<file path="src/rtl/pdl_port_arbiter.sv">
// Port-A arbiter for the PDL dual-port RAM: zero-fills the RAM after reset, then grants
// one CPU or bus/spy access per clock with CPU priority and a bus starvation override.
module pdl_port_arbiter #(
   parameter int AW           = 10,
   parameter int DW           = 32,
   parameter int STARVE_LIMIT = 4,
   parameter int INIT_CLEAR   = 1
) (
   input  logic          clk,
   input  logic          reset,
   input  logic          cpu_req,
   input  logic          cpu_we,
   input  logic [AW-1:0] cpu_addr,
   input  logic [DW-1:0] cpu_wdata,
   output logic          cpu_ack,
   output logic          cpu_rvalid,
   output logic [DW-1:0] cpu_rdata,
   input  logic          bus_req,
   input  logic          bus_we,
   input  logic [AW-1:0] bus_addr,
   input  logic [DW-1:0] bus_wdata,
   output logic          bus_ack,
   output logic          bus_rvalid,
   output logic [DW-1:0] bus_rdata,
   output logic [AW-1:0] ram_addr,
   output logic [DW-1:0] ram_wdata,
   output logic          ram_wren,
   output logic          ram_rden,
   input  logic [DW-1:0] ram_q,
   output logic          init_done
);

   typedef enum logic {ST_INIT, ST_RUN} state_t;

   localparam logic [AW-1:0] LAST_ADDR = '1;
   localparam logic [7:0]    LIMIT     = 8'(STARVE_LIMIT);
   localparam bit            STARVE_EN = (STARVE_LIMIT != 0);

   state_t        state_q, state_d;
   logic [AW-1:0] clr_addr_q, clr_addr_d;
   logic [7:0]    starve_cnt_q, starve_cnt_d;
   logic          rd_pend_q, rd_pend_d;
   logic          rd_owner_q, rd_owner_d;
   logic          init_done_q, init_done_d;
   logic          bus_win;
   logic          win_we;

   always_comb begin
      state_d     = state_q;
      clr_addr_d  = clr_addr_q;
      init_done_d = init_done_q;
      rd_pend_d   = 1'b0;
      rd_owner_d  = rd_owner_q;
      cpu_ack     = 1'b0;
      bus_ack     = 1'b0;
      ram_addr    = cpu_addr;
      ram_wdata   = cpu_wdata;
      ram_wren    = 1'b0;
      ram_rden    = 1'b0;
      bus_win     = bus_req && (!cpu_req || (STARVE_EN && (starve_cnt_q >= LIMIT)));
      win_we      = bus_win ? bus_we : cpu_we;

      case (state_q)
         ST_INIT: begin
            ram_addr  = clr_addr_q;
            ram_wdata = '0;
            ram_wren  = !reset;
            if (clr_addr_q == LAST_ADDR) begin
               state_d     = ST_RUN;
               init_done_d = 1'b1;
            end else begin
               clr_addr_d = clr_addr_q + 1'b1;
            end
         end
         default: begin
            if ((cpu_req || bus_req) && !reset) begin
               cpu_ack    = !bus_win;
               bus_ack    = bus_win;
               ram_wren   = win_we;
               ram_rden   = !win_we;
               rd_pend_d  = !win_we;
               rd_owner_d = bus_win;
               if (bus_win) begin
                  ram_addr  = bus_addr;
                  ram_wdata = bus_wdata;
               end
            end
         end
      endcase

      // The bus waits during zero-fill too, so its wait count carries into RUN.
      if (bus_req && !bus_ack) begin
         starve_cnt_d = (starve_cnt_q == 8'hFF) ? starve_cnt_q : starve_cnt_q + 8'd1;
      end else begin
         starve_cnt_d = 8'd0;
      end
   end

   always_ff @(posedge clk) begin
      if (reset) begin
         state_q      <= (INIT_CLEAR != 0) ? ST_INIT : ST_RUN;
         clr_addr_q   <= '0;
         starve_cnt_q <= 8'd0;
         rd_pend_q    <= 1'b0;
         rd_owner_q   <= 1'b0;
         init_done_q  <= (INIT_CLEAR == 0);
      end else begin
         state_q      <= state_d;
         clr_addr_q   <= clr_addr_d;
         starve_cnt_q <= starve_cnt_d;
         rd_pend_q    <= rd_pend_d;
         rd_owner_q   <= rd_owner_d;
         init_done_q  <= init_done_d;
      end
   end

   // Gating with reset drops a read that was in flight when reset arrived.
   assign cpu_rvalid = rd_pend_q && !rd_owner_q && !reset;
   assign bus_rvalid = rd_pend_q && rd_owner_q && !reset;
   assign cpu_rdata  = ram_q;
   assign bus_rdata  = ram_q;
   assign init_done  = init_done_q;

endmodule

</file>
<file path="config.mk">
export PLATFORM = sky130hd
export DESIGN_NAME = pdl_port_arbiter
export DESIGN_NICKNAME = d
export VERILOG_FILES = /design/src/rtl/pdl_port_arbiter.sv
export SDC_FILE = /design/constraint.sdc
export NUM_CORES = 1
export LEC_CHECK = 0
export ABC_AREA = 1
export CORE_AREA = 2 2 97 99
export CTS_CLUSTER_SIZE = 30
export DETAILED_ROUTE_END_ITERATION = 10
export DIE_AREA = 0 0 99 101
export PLACE_DENSITY = 0.77
export SYNTH_ARGS = -nofsm -noshare
export SYNTH_HDL_FRONTEND = slang
export SYNTH_SLANG_ARGS = --single-unit
</file>
<file path="constraint.sdc">
create_clock -name clk -period 1.5 [get_ports clk]
set_input_delay 0.375 -clock clk [delete_from_list [all_inputs] [get_ports clk]]
set_output_delay 0.375 -clock clk [all_outputs]
set_load 0.01 [all_outputs]
</file>
# Word-level counts from Yosys, hierarchy flattened
# Index checks and enable logic that the tools add are counted.
# W data, S select, Z words.
[totals] elab_cells=50 in_bits=122 regBits=22 output_inout_bits=113
[op_classes] n_eq_ne=2 n_bitwise=3 n_reduce_logical=19 n_lt_le_gt_ge=1 add_sub_neg=2 mux=17
[op_table] op="$mux W32" n=3
[op_table] op="$mux W10" n=3
[op_table] op="$mux W1" n=11
[op_table] op="$add A10 B1 Y10 const B" n=1
[op_table] op="$eq A10 B10 Y1 const B" n=1
[op_table] op="$add A8 B1 Y8 const B" n=1
[op_table] op="$eq A8 B8 Y1 const B" n=1
[op_table] op="$ge A8 B3 Y1 const B" n=1
[op_table] op="$logic_and A1 B1 Y1" n=7
[op_table] op="$logic_not A1 Y1" n=6
[op_table] op="$reduce_and A2 Y1" n=3
[op_table] op="$not A1 Y1" n=3
[op_table] op="$logic_or A1 B1 Y1" n=2
[op_table] op="$reduce_or A2 Y1" n=1

# Depth between registers and ports, before layout
[depth] depth_word=9 mapped_depth=11 depth_no_buf=10

# Worst setup path after synthesis
# OpenSTA, ideal clock, no wires.
[synth_path] path_kind="in2out" start="input reset" end="output ram_wdata[10]" slack_ns=-0.152 required_time_ns=1.125 path_buffers=2 t_arrival_ns=1.277 path_stages=7 cell_sequence="buf_2 nor2_2 nand2_2 inv_2 buf_2 nor2_1 nor2_1"
[synth_between] elab_chain_cells=4
[synth_lines] item="from (decl)" line="10" rtl="input logic reset,"
[synth_lines] item="$logic_not A1 Y1" line="76" rtl="if ((cpu_req || bus_req) && !reset) begin"
[synth_lines] item="$logic_and A1 B1 Y1" line="76"
[synth_lines] item="$mux W32" line="76"
[synth_lines] item="$mux W32" line="63" rtl="case (state_q)"
[synth_lines] item="to (decl)" line="26" rtl="output logic [DW-1:0] ram_wdata,"
# Every way passes these cells.

# Worst setup path in the final report
[layout_path] start="register starve_cnt_q[6]" end="output ram_addr[8]"
[layout_between] elab_chain_cells=6
[layout_lines] item="from (decl)" line="41" rtl="logic [7:0] starve_cnt_q, starve_cnt_d;"
[layout_lines] item="from (signal assigned)" line="110" rtl="starve_cnt_q <= starve_cnt_d;"
[layout_lines] item="$ge A8 B3 Y1" line="60" rtl="bus_win = bus_req && (!cpu_req || (STARVE_EN && (starve_cnt_q >= LIMIT)));"
[layout_lines] item="$logic_or A1 B1 Y1" line="60"
[layout_lines] item="$logic_and A1 B1 Y1" line="60"
[layout_lines] item="$mux W10" line="83" rtl="if (bus_win) begin"
[layout_lines] item="$mux W10" line="76"
[layout_lines] item="$mux W10" line="63"
[layout_lines] item="to (decl)" line="25" rtl="output logic [AW-1:0] ram_addr,"
# Every way passes these cells.

==> results.md <==
- Hold Violations, Final: 0
- Final worst slack: -0.5053 ns
- Period utilization: 133.7%
- Drt total wl: 9.343 mm
- Synth top area cells: buf_4 20%, dfxtp_1 18%, nor2_1 16%, nand2_1 11%, o21ai_0 7.6%
- Ant diodes: 0
- Vias in the first global route: 2963
- Seq/Total Area, Yosys: 18.05%
- Post-synth top cells: 104 x nor2_1, 73 x nand2_1, 66 x buf_4
- Non-filler cells, final: 645
- Cell Int Power: 1203 uW
- Placed Instances: 628
- Synthesized cell area: 2440 um2
- Comb power frac: 37.5%
- CTS root buffer: clkbuf_8
- DRT iter0 DRCs: 86
- Htree depth: 1
- Critical path capture point type: output port
- Min-delay worst type: flip-flop to flip-flop
- Relative slew slack: 77.83%
- Clk_lat worst skew: 0.26 ns
- Clk slew on worst S/H paths: 0.08 ns
- Detail Route Antenna Nets: 0
- Layout cell share with drive strength beyond 1: 44.94%
- IO Pins: 235
- Post-synth EDFFs: 0
- Mapped Cells: 419
- GRT Total Usage: 17.61%
- Top-count cell post-synth: nor2_1
- Yosys Warn Count: 0
- Worst r2r path cells: 6
- CP delay by family, top: simple AND/OR/NAND/NOR gates
- Setup violators final: 46
- TritonCTS clock tree: done
- Hpwl dp: 7.030 mm
- Async set-reset flop share out of synthesis: 0%
- Core ar.: 8977 um2
- Total grt overflow: 0
- RSZ-0062 raised after global routing: true
- DR pass1 iterations: 5
- Vias per cell: 4.541
- Pleak: 0.001873 uW
- Critical Path RT: 1.12 ns
- GPL Wtd Cong: 0.8318
- Main synth FF type: dfxtp_1
- Yosys reg bits: 22
- Critical path's slowest cell: dfxtp_2
- NetSw: 448.5 uW
- Die Wd: 99 um
- Cell depth of the worst setup path: 9
- Die H: 101 um
- Antenna violations before repair: 0
- Worst slew pin tran: 0.3300 ns
- Layout area overhead: 77.69%
- Max Clk Rate: 498.7 MHz
- Post-route DRC violation count: 0
- CP Data Arrival Time: 1.63 ns
- Reg power frac: 36.8%
- Biggest area consumer among synthesized cells: buf_4
- Tmin final: 2.005 ns
- Synthesized Nets: 544
- Synth top area share: 20.31%
- Pwr Total: 1652 uW
- Starting Density: 27.18%
- CTS Sinks: 22
- Cell variety after synth: 29
- Wirelength per Cell: 14.49 um
- Largest fanout on the critical path: 7
- Max-cap violations: 0
- Outcome: complete, but fails checks
- Vias: 2929
- Hold depth: 2
- Place WS: -1.176 ns
- Number of buffer and inverter stages on the critical path: 3
- Worst vdd ir: 0.2980 mV
- Largest net degree at the start of global routing: 22
- Num CTS Buffers: 3
- First-pass GRT wire length: 14.48 mm
- Fin. max-slew vios: 0
- Clk network pwr share: 25.7%
- Startpoint Class: flip-flop
- Final nets: 660
- Clk buf depth: 2
- Setup CP Type: flip-flop to output port
- Die area: 9999 um2
- Switch share: 27.15%
- Skew final: 0.001103 ns
- Syn_area_per_cell: 5.823 um2
- Row cnt: 35
- Failing checks: negative setup slack
- IO buf count: 138
- Cells along the critical path: nor3b_4 -> nand2_4 -> nand2_8 -> buf_12 -> buf_16 -> nand2_2 -> nand2_1 -> o21ai_2 -> buf_2
- Power Density: 381.0 nW/um2
- Slowest stage delay, CP: 0.34 ns
registers in the layout, summed over array words and instances, names as in the netlist:
| signal | count |
|---|---|
| clr_addr_q | 10 |
| init_done | 1 |
| starve_cnt_q | 8 |
| state_q | 1 |
| rd_pend_q | 1 |
| rd_owner_q | 1 |
per-layer routing:
| metal | global-route usage (%) | share of wire [%] |
|---|---|---|
| met1 | 21.13 | 40 |
| met4 | 5.901 | 1.9 |
| met3 | 3.259 | 7.4 |
| met5 | 0 | 0 |
| met2 | 31.55 | 51 |
cells in the final DEF, fill, tap and decap left out, types with 3 or more instances in the layout:
| cell | n |
|---|---|
| buf_4 | 37 |
| nor3_1 | 5 |
| nand3_2 | 4 |
| clkbuf_8 | 4 |
| buf_16 | 3 |
| inv_1 | 31 |
| buf_12 | 6 |
| xor2_1 | 6 |
| inv_2 | 4 |
| buf_6 | 7 |
| nor2_4 | 36 |
| dfxtp_1 | 15 |
| buf_2 | 45 |
| o21ai_2 | 12 |
| o21ai_1 | 14 |
| clkdlybuf4s50_1 | 86 |
| nand3_1 | 7 |
| dfxtp_2 | 6 |
| nand2_1 | 63 |
| o21ai_0 | 23 |
| nor2_1 | 25 |
| nand2_2 | 10 |
| a21oi_1 | 7 |
| nand2_8 | 3 |
| nand4_1 | 3 |
| nor2_2 | 49 |
path summary, 6_finish.rpt:
check	slack [ns]	from	endpoint
setup / recovery	-0.51	starve_cnt_q[6]	ram_addr[8]
hold / removal	0.49	init_done	init_done
setup reg to reg	0.07	starve_cnt_q[0]	starve_cnt_q[7]
hold reg to reg	0.49	init_done	init_done
stage by stage:
stage	setup TNS [ns]	cell area (um2)	hold WS (ns)	util, %
2_1_floorplan	-0.3416	2576	0.4619	-
3_3_place_gp	-53.97	3861	0.4605	43.01
3_5_place_dp	-58.05	3861	0.4711	43.01
4_1_cts	-21.04	4139	0.5009	46.10
5_1_grt	-23.30	4335	0.5256	48.29
6_report	-19.74	4335	0.4936	48.29
power groups by stage:
stage | logic, uW | clock network (uW) | registers, uW
2_1_floorplan | 319 | 0 | 618
3_3_place_gp | 460 | 0 | 617
5_1_grt | 663 | 453 | 610
3_5_place_dp | 461 | 0 | 618
4_1_cts | 574 | 432 | 604
6_report | 620 | 424 | 608
cell families (layout without fill, tap and decap cells):
kind of cell,count (synthesis),in the layout,share of synthesized area [%]
buf+inv,120,235,29.38
compound gates,57,57,11.69
xor+xnor,7,7,2.513
fa+ha+maj,3,3,1.539
simple gates,210,210,36.82
flops,22,22,18.05
area by class of cell:
cell class,instances,area (um2)
Fill cell,855,4642
Multi-Input combinational cell,277,1794
Timing Repair Buffer,191,1728
Sequential cell,22,451.7
Inverter,40,167.7
Tap cell,111,138.9
Clock buffer,4,55.05
timing repair:
| item | in CTS | in global routing |
|---|---|---|
| gates resized for setup | 290 | 57 |
| buffers inserted | 10 | 1 |
| gates cloned | 3 | 1 |
| pin swaps | 14 | 15 |
| setup endpoints to repair | 59 | 67 |
| hold buffers | 0 | 0 |
worst register-to-register path: stages, from the launching register on:
cell	delay [ns]
dfxtp_1	0.36
ha_1	0.25
and3_1	0.22
nand2_2	0.12
inv_1	0.11
nor2_1	0.23
nor2_4	0.04
No activity file was read; power rests on OpenSTA's default activity.
